$ cat config.mk
export PLATFORM = sky130hd
export DESIGN_NAME = apb_master_bridge_n
export DESIGN_NICKNAME = d
export VERILOG_FILES = /design/src/rtl/apb_bridge_pkg.sv /design/src/rtl/apb_slave_decode.sv /design/src/rtl/apb_master_bridge_n.sv
export SDC_FILE = /design/constraint.sdc
export NUM_CORES = 1
export LEC_CHECK = 0
export BUFFER_PORTS_ARGS = -buffer_cell sky130_fd_sc_hd__buf_4
export CORE_MARGIN = 4
export CORE_UTILIZATION = 45
export CTS_CLUSTER_DIAMETER = 50
export CTS_CLUSTER_SIZE = 10
export DETAILED_ROUTE_END_ITERATION = 6
export PLACE_DENSITY = 0.77
export SETUP_SLACK_MARGIN = 0.15
export SYNTH_ARGS = -nofsm -noshare
export SYNTH_HDL_FRONTEND = slang
export SYNTH_SLANG_ARGS = --single-unit
$ cat constraint.sdc
create_clock -name PCLK -period 3.5 [get_ports PCLK]
set_input_delay 0.875 -clock PCLK [delete_from_list [all_inputs] [get_ports PCLK]]
set_output_delay 0.875 -clock PCLK [all_outputs]
set_load 0.01 [all_outputs]
$ cat src/rtl/apb_bridge_pkg.sv
// Shared types and helpers for the parametrised APB master bridge.
package apb_bridge_pkg;

    typedef enum logic [1:0] {
        IDLE,
        SETUP,
        ACCESS,
        DECERR
    } state_e;

    localparam logic RSP_OK  = 1'b0;
    localparam logic RSP_ERR = 1'b1;

    // clog2 that never returns 0, so a 1-entry range still gets a 1-bit field.
    function automatic int unsigned clog2_min1(input int unsigned n);
        return (n <= 2) ? 1 : $clog2(n);
    endfunction

endpackage

$ cat src/rtl/apb_slave_decode.sv
// Combinational slave-index decode: one-hot select plus out-of-range flag.
module apb_slave_decode
    import apb_bridge_pkg::*;
#(
    parameter int unsigned NSLV = 2,
    parameter int unsigned SW   = clog2_min1(NSLV)
) (
    input  logic [SW-1:0]   idx,
    output logic [NSLV-1:0] sel,
    output logic            dec_err
);

    // An index past the last slave leaves sel empty, which is the decode error.
    always_comb begin
        sel = '0;
        for (int unsigned i = 0; i < NSLV; i++) begin
            sel[i] = (32'(idx) == i);
        end
        dec_err = ~|sel;
    end

endmodule

$ cat src/rtl/apb_master_bridge_n.sv
// APB master bridge: valid/ready single requests to one of NSLV APB slaves.
// Define APB_BRIDGE_PSTRB_EN to add req_strb/PSTRB (APB4 write strobes).
module apb_master_bridge_n
    import apb_bridge_pkg::*;
#(
    parameter int unsigned AW      = 9,
    parameter int unsigned DW      = 8,
    parameter int unsigned NSLV    = 2,
    parameter int unsigned TIMEOUT = 16
) (
    input  logic               PCLK,
    input  logic               PRESETn,
    input  logic               req_valid,
    output logic               req_ready,
    input  logic               req_write,
    input  logic [AW-1:0]      req_addr,
    input  logic [DW-1:0]      req_wdata,
`ifdef APB_BRIDGE_PSTRB_EN
    input  logic [DW/8-1:0]    req_strb,
    output logic [DW/8-1:0]    PSTRB,
`endif
    output logic               rsp_valid,
    output logic [DW-1:0]      rsp_rdata,
    output logic               rsp_err,
    output logic [NSLV-1:0]    PSEL,
    output logic               PENABLE,
    output logic [AW-1:0]      PADDR,
    output logic               PWRITE,
    output logic [DW-1:0]      PWDATA,
    input  logic [NSLV*DW-1:0] PRDATA,
    input  logic [NSLV-1:0]    PREADY,
    input  logic [NSLV-1:0]    PSLVERR
);

    localparam int unsigned SW    = clog2_min1(NSLV);
    localparam int unsigned CW    = clog2_min1(TIMEOUT + 1);
    localparam int unsigned TLAST = (TIMEOUT == 0) ? 0 : TIMEOUT - 1;

    state_e          state_q;
    logic [CW-1:0]   wait_cnt_q;
    logic [NSLV-1:0] dec_sel;
    logic            dec_err;
    logic            acc_ready;
    logic            acc_err;
    logic [DW-1:0]   acc_rdata;
    logic            timeout_hit;

    apb_slave_decode #(
        .NSLV (NSLV),
        .SW   (SW)
    ) u_decode (
        .idx     (req_addr[AW-1 -: SW]),
        .sel     (dec_sel),
        .dec_err (dec_err)
    );

    // Gating with PRESETn keeps req_ready low while reset is held.
    assign req_ready = PRESETn && (state_q == IDLE);

    // PSEL is held through ACCESS, so it selects the live slave's return lines.
    always_comb begin
        acc_ready = 1'b0;
        acc_err   = 1'b0;
        acc_rdata = '0;
        for (int unsigned i = 0; i < NSLV; i++) begin
            if (PSEL[i]) begin
                acc_ready = PREADY[i];
                acc_err   = PSLVERR[i];
                acc_rdata = PRDATA[i*DW +: DW];
            end
        end
        timeout_hit = (TIMEOUT != 0) && (wait_cnt_q == CW'(TLAST));
    end

    always_ff @(posedge PCLK or negedge PRESETn) begin
        if (!PRESETn) begin
            state_q    <= IDLE;
            wait_cnt_q <= '0;
            PSEL       <= '0;
            PENABLE    <= 1'b0;
            PADDR      <= '0;
            PWRITE     <= 1'b0;
            PWDATA     <= '0;
            rsp_valid  <= 1'b0;
            rsp_rdata  <= '0;
            rsp_err    <= 1'b0;
`ifdef APB_BRIDGE_PSTRB_EN
            PSTRB      <= '0;
`endif
        end else begin
            rsp_valid <= 1'b0;
            unique case (state_q)
                IDLE: begin
                    if (req_valid) begin
                        PADDR      <= req_addr;
                        PWRITE     <= req_write;
                        PWDATA     <= req_wdata;
                        wait_cnt_q <= '0;
                        if (dec_err) begin
                            state_q <= DECERR;
                        end else begin
                            state_q <= SETUP;
                            PSEL    <= dec_sel;
`ifdef APB_BRIDGE_PSTRB_EN
                            PSTRB   <= req_write ? req_strb : '0;
`endif
                        end
                    end
                end
                SETUP: begin
                    PENABLE <= 1'b1;
                    state_q <= ACCESS;
                end
                ACCESS: begin
                    if (acc_ready || timeout_hit) begin
                        state_q   <= IDLE;
                        PSEL      <= '0;
                        PENABLE   <= 1'b0;
                        rsp_valid <= 1'b1;
`ifdef APB_BRIDGE_PSTRB_EN
                        PSTRB     <= '0;
`endif
                        // A ready slave wins over a timeout landing on the same cycle.
                        if (acc_ready) begin
                            rsp_err   <= acc_err ? RSP_ERR : RSP_OK;
                            rsp_rdata <= (acc_err || PWRITE) ? '0 : acc_rdata;
                        end else begin
                            rsp_err   <= RSP_ERR;
                            rsp_rdata <= '0;
                        end
                    end else begin
                        wait_cnt_q <= wait_cnt_q + CW'(1);
                    end
                end
                DECERR: begin
                    state_q   <= IDLE;
                    rsp_valid <= 1'b1;
                    rsp_err   <= RSP_ERR;
                    rsp_rdata <= '0;
                end
                default: state_q <= IDLE;
            endcase
        end
    end

endmodule
* After elaboration in Yosys (flattened, before gate mapping)
Cells that the tools add are included.
Word-level totals: register bits 38, input port bits 41, output and inout port bits 32, logic and storage cells 58
Operators by class: $add $sub $neg 1, equal/unequal tests 7, mux-type cells 26, bitwise logic cells 1, reduce and logical (&&, ||, !) cells 13
Operator list (count):
- $mux W8 | 5
- $pmux W8 S2 | 1
- $mux W5 | 2
- $pmux W5 S2 | 1
- $mux W1 | 9
- $pmux W2 S4 | 1
- $reduce_and A2 Y1 | 4
- $mux W2 | 3
- $ne A2 B2 Y1 const B | 3
- $pmux W1 S2 | 3
- $reduce_and A3 Y1 | 2
- $reduce_bool A2 Y1 | 3
- $add A5 B1 Y5 const B | 1
- $eq A5 B4 Y1 const B | 1
- $eq A2 B2 Y1 const B | 2
- $pmux W2 S2 | 1
- $eq A2 B1 Y1 const B | 1
- $logic_not A2 Y1 | 1
- $logic_or A1 B1 Y1 | 2
- $logic_and A1 B1 Y1 | 1
- $not A1 Y1 | 1

* Logic depth before layout (Yosys ltp)
depth after elaboration 7, gate-level depth with buffers 8, depth with buffers taken out 7

* Modules after synthesis
A second synthesis with hierarchy kept.
Unflattened totals: cell total of the unflattened synthesis 184, area, all modules 1754.2 µm²
Modules (own cells, without submodules):
- apb_master_bridge_n | instances 1, cells each 180, area an instance 1731.7 µm², sequential area each 950.9 µm²
- apb_slave_decode | instances 1, cells each 4, area an instance 22.5 µm², sequential area each 0.0 µm²

* Least setup slack after synthesis
No wires, ideal clock.
path type input to output, start point input port PRESETn, end point output port req_ready, data arrival time 1.021 ns, setup slack 1.604 ns, stages on the path 1, path through and2_1
On the way: cells in the longest elaborated chain, start to end 1
Ends and longest elaborated chain:
- start, declared | line apb_master_bridge_n.sv:12 | input logic PRESETn,
- $logic_and A1 B1 Y1 | line apb_master_bridge_n.sv:58 | assign req_ready = PRESETn && (state_q == IDLE);
- end, declared | line apb_master_bridge_n.sv:14 | output logic req_ready,
Every way passes these cells.

* Worst setup path after layout
start point register state_q[1], end point output port req_ready
On the way: cells in the longest elaborated chain, start to end 2
Ends and longest elaborated chain:
- start, declared | line apb_master_bridge_n.sv:39 | state_e state_q;
- start signal, assigned | line apb_master_bridge_n.sv:77 | state_q <= IDLE;
- start signal, assigned | line apb_master_bridge_n.sv:100 | state_q <= DECERR;
- start signal, assigned | line apb_master_bridge_n.sv:102 | state_q <= SETUP;
- $logic_not A2 Y1 | line apb_master_bridge_n.sv:58
- $logic_and A1 B1 Y1 | line apb_master_bridge_n.sv:58
Every way passes these cells.

==> run metrics <==
Layout Cells excl Fill 280; Pwr Total 1.894 mW; CTS hold repair buffers 0; Peak supply drop 524.6 uV; synthesis-to-layout area growth 39.12%; Seq cells post-synth 38; dpl ws 1358 ps; ys async rst share 1.000; Worst Path Arrival 1300 ps; CTS tree done; number of antenna violations at the first check in global routing 0; wire length per cell 13.78 um; critical path peak fanout 9; # fillers 306; DR DRC count 0; minimum clock period 2178 ps; Max Slew Vio Count 0; Hold WS 481.8 ps; synth unique cells 31; Num CTS Buffers 5; die area 4700 um2; Crit. End Element output pin; area of the multi-input gates 625.6 um2; Clock Path Buffers 2; Core Util, Final 0.6670; # diodes 0; Area contributors post-synth dfrtp_1, nand2_1, o2bb2ai_1; Worst-Margin Slew 720.5 ps; Setup Viol. Count Final 0; worst rel slew slack 0.5187; endpoints failing hold 0; post-synthesis sequential area ratio 0.5762; worst-skew pair later-pin latency about 290 ps; power density over cell area 825.0 nW/um2; vias in the first global route ~1,400; GRT Total Usage 0.1781; share of post-route cells with drive strength above 1 0.3761; final wirelength about 3900 um; f_max 0.4592 GHz; setup TNS 0 ps; 1st-iter DRT viols 52; worst setup margin 1322 ps; critical path type flip-flop to output pin; H-tree depth 2; CTS Sinks 38; crit-path cells nor2_1 -> and2_1 -> buf_4; Die W 68.56 um; Resized Gates After CTS 0; row cnt 21; Syn Std Cell Area 1650 um2; core area roughly 3400 um2; Final Cycle Share 0.6221; cell taking the most area after synthesis dfrtp_1; outcome completed; syn nets 204; Lkg Pwr around 1.2 nW; top_reg_cell synth dfrtp_1; Synth top area share 0.5762; commonest non-fill, non-tap cell in the layout buf_4; clk_skew 4.810 ps; gpl congestion around 0.72; nets@finish 276; RSZ-0062 raised after global routing no; Seq. cell area about 950 um2; Via density 5.025; Boundary Pins 73; most frequent cells in the layout buf_4, nand2_1, dfrtp_1; Vias 1,407; largest net degree at the start of global routing 39; post-CTS setup buffers 0; ANT nets after route 0; placed insts 272; first-pass GRT wire length 6168 um; Hold Path Class flip-flop to flip-flop; slowest stage delay, CP 580 ps; # port buffers approximately 70; fin area between 2000 and 2500 um2; yosys warns 0; number of detailed-route iterations in the first pass 4; grt ovf 0; Mean Syn Cell Area 10.25 um2; number of flops mapped to enable cells by yosys 0; CTS root buffer clkbuf_8; Post-Place Cell Area ~2200 um2; Worst EP required 2620 ps; Starting Density 0.4795; max-cap violations 0; detailed-placement wirelength estimate 2859 um; CP max-delay cell dfrtp_1; Synth Instances 161; clock slew at reported path FFs 70 ps; critical path launch point type flip-flop; Die Ht between 60 and 70 um
synth_stat cells (2+ instances only):
master	n
o2bb2ai_1	8
inv_1	4
dfrtp_1	38
buf_2	5
inv_2	2
ha_1	2
a22oi_1	8
o21ai_1	6
buf_4	2
nand2_1	57
nand2_2	2
nor2_1	4
nand3_1	5
sequential cells by signal, indices dropped and copies added, names as in the netlist:
signal and count:
PADDR 9, PENABLE 1, PSEL 2, PWDATA 8, PWRITE 1, rsp_err 1, rsp_rdata 8, rsp_valid 1
state_q 2, wait_cnt_q 5
report_power, final:
| part | internal [mW] | switching (mW) | leakage (nW) |
|---|---|---|---|
| registers | 0.631 | 0.154 | 0.485 |
| logic | 0.399 | 0.407 | 0.676 |
| clock network | 0.159 | 0.145 | 0.0482 |
final timing paths:
kind,slack [ps],endpoint,startpoint,cells past startpoint
max in group asynchronous,2550,PWDATA[3],PRESETn,2
worst min-delay path,480,PADDR[2],PADDR[2],2
worst max-delay path,1320,req_ready,state_q[1],3
min in group asynchronous,620,rsp_err,PRESETn,2
worst max register to register,1380,wait_cnt_q[2],wait_cnt_q[0],6
worst min register to register,480,PADDR[2],PADDR[2],2
worst max-delay path, delay by kind of cell (launching register included):
kind	cells	cell delay [ps]
AND/OR/NAND/NOR	2	290
buffers and inverters	1	140
flip-flops	1	580
layout make-up:
cell class                      count  share of cell area
Tap cell                           46             0.02507
Clock buffer                        7             0.03760
Sequential cell                    38              0.4142
Multi-Input combinational cell    109              0.2725
Timing Repair Buffer               73              0.2387
Inverter                            6            0.009809
Clock inverter                      1            0.002180
metal layers:
metal / wire, um / track usage / share of wire / vias up
met2: 1745 / 0.2908 / 0.45 / 62
met5: 0 / 0 / 0 / -
met4: 48 / 0.05955 / 0.012 / 0
met3: 470 / 0.07293 / 0.12 / 8
met1: 1594 / 0.2120 / 0.41 / 651
li1: - / - / - / 686
cells by family after synthesis:
| kind of cell | Yosys count | share of synthesized area |
|---|---|---|
| buffers and inverters | 14 | 0.04472 |
| DFF | 38 | 0.5762 |
| and+or+nand+nor | 76 | 0.2055 |
| AOI/OAI and AO/OA | 30 | 0.1532 |
| xor gates and xnor gates | 1 | 0.005308 |
| adders and majority gates | 2 | 0.01516 |
Power figures use the tool's default switching activity.
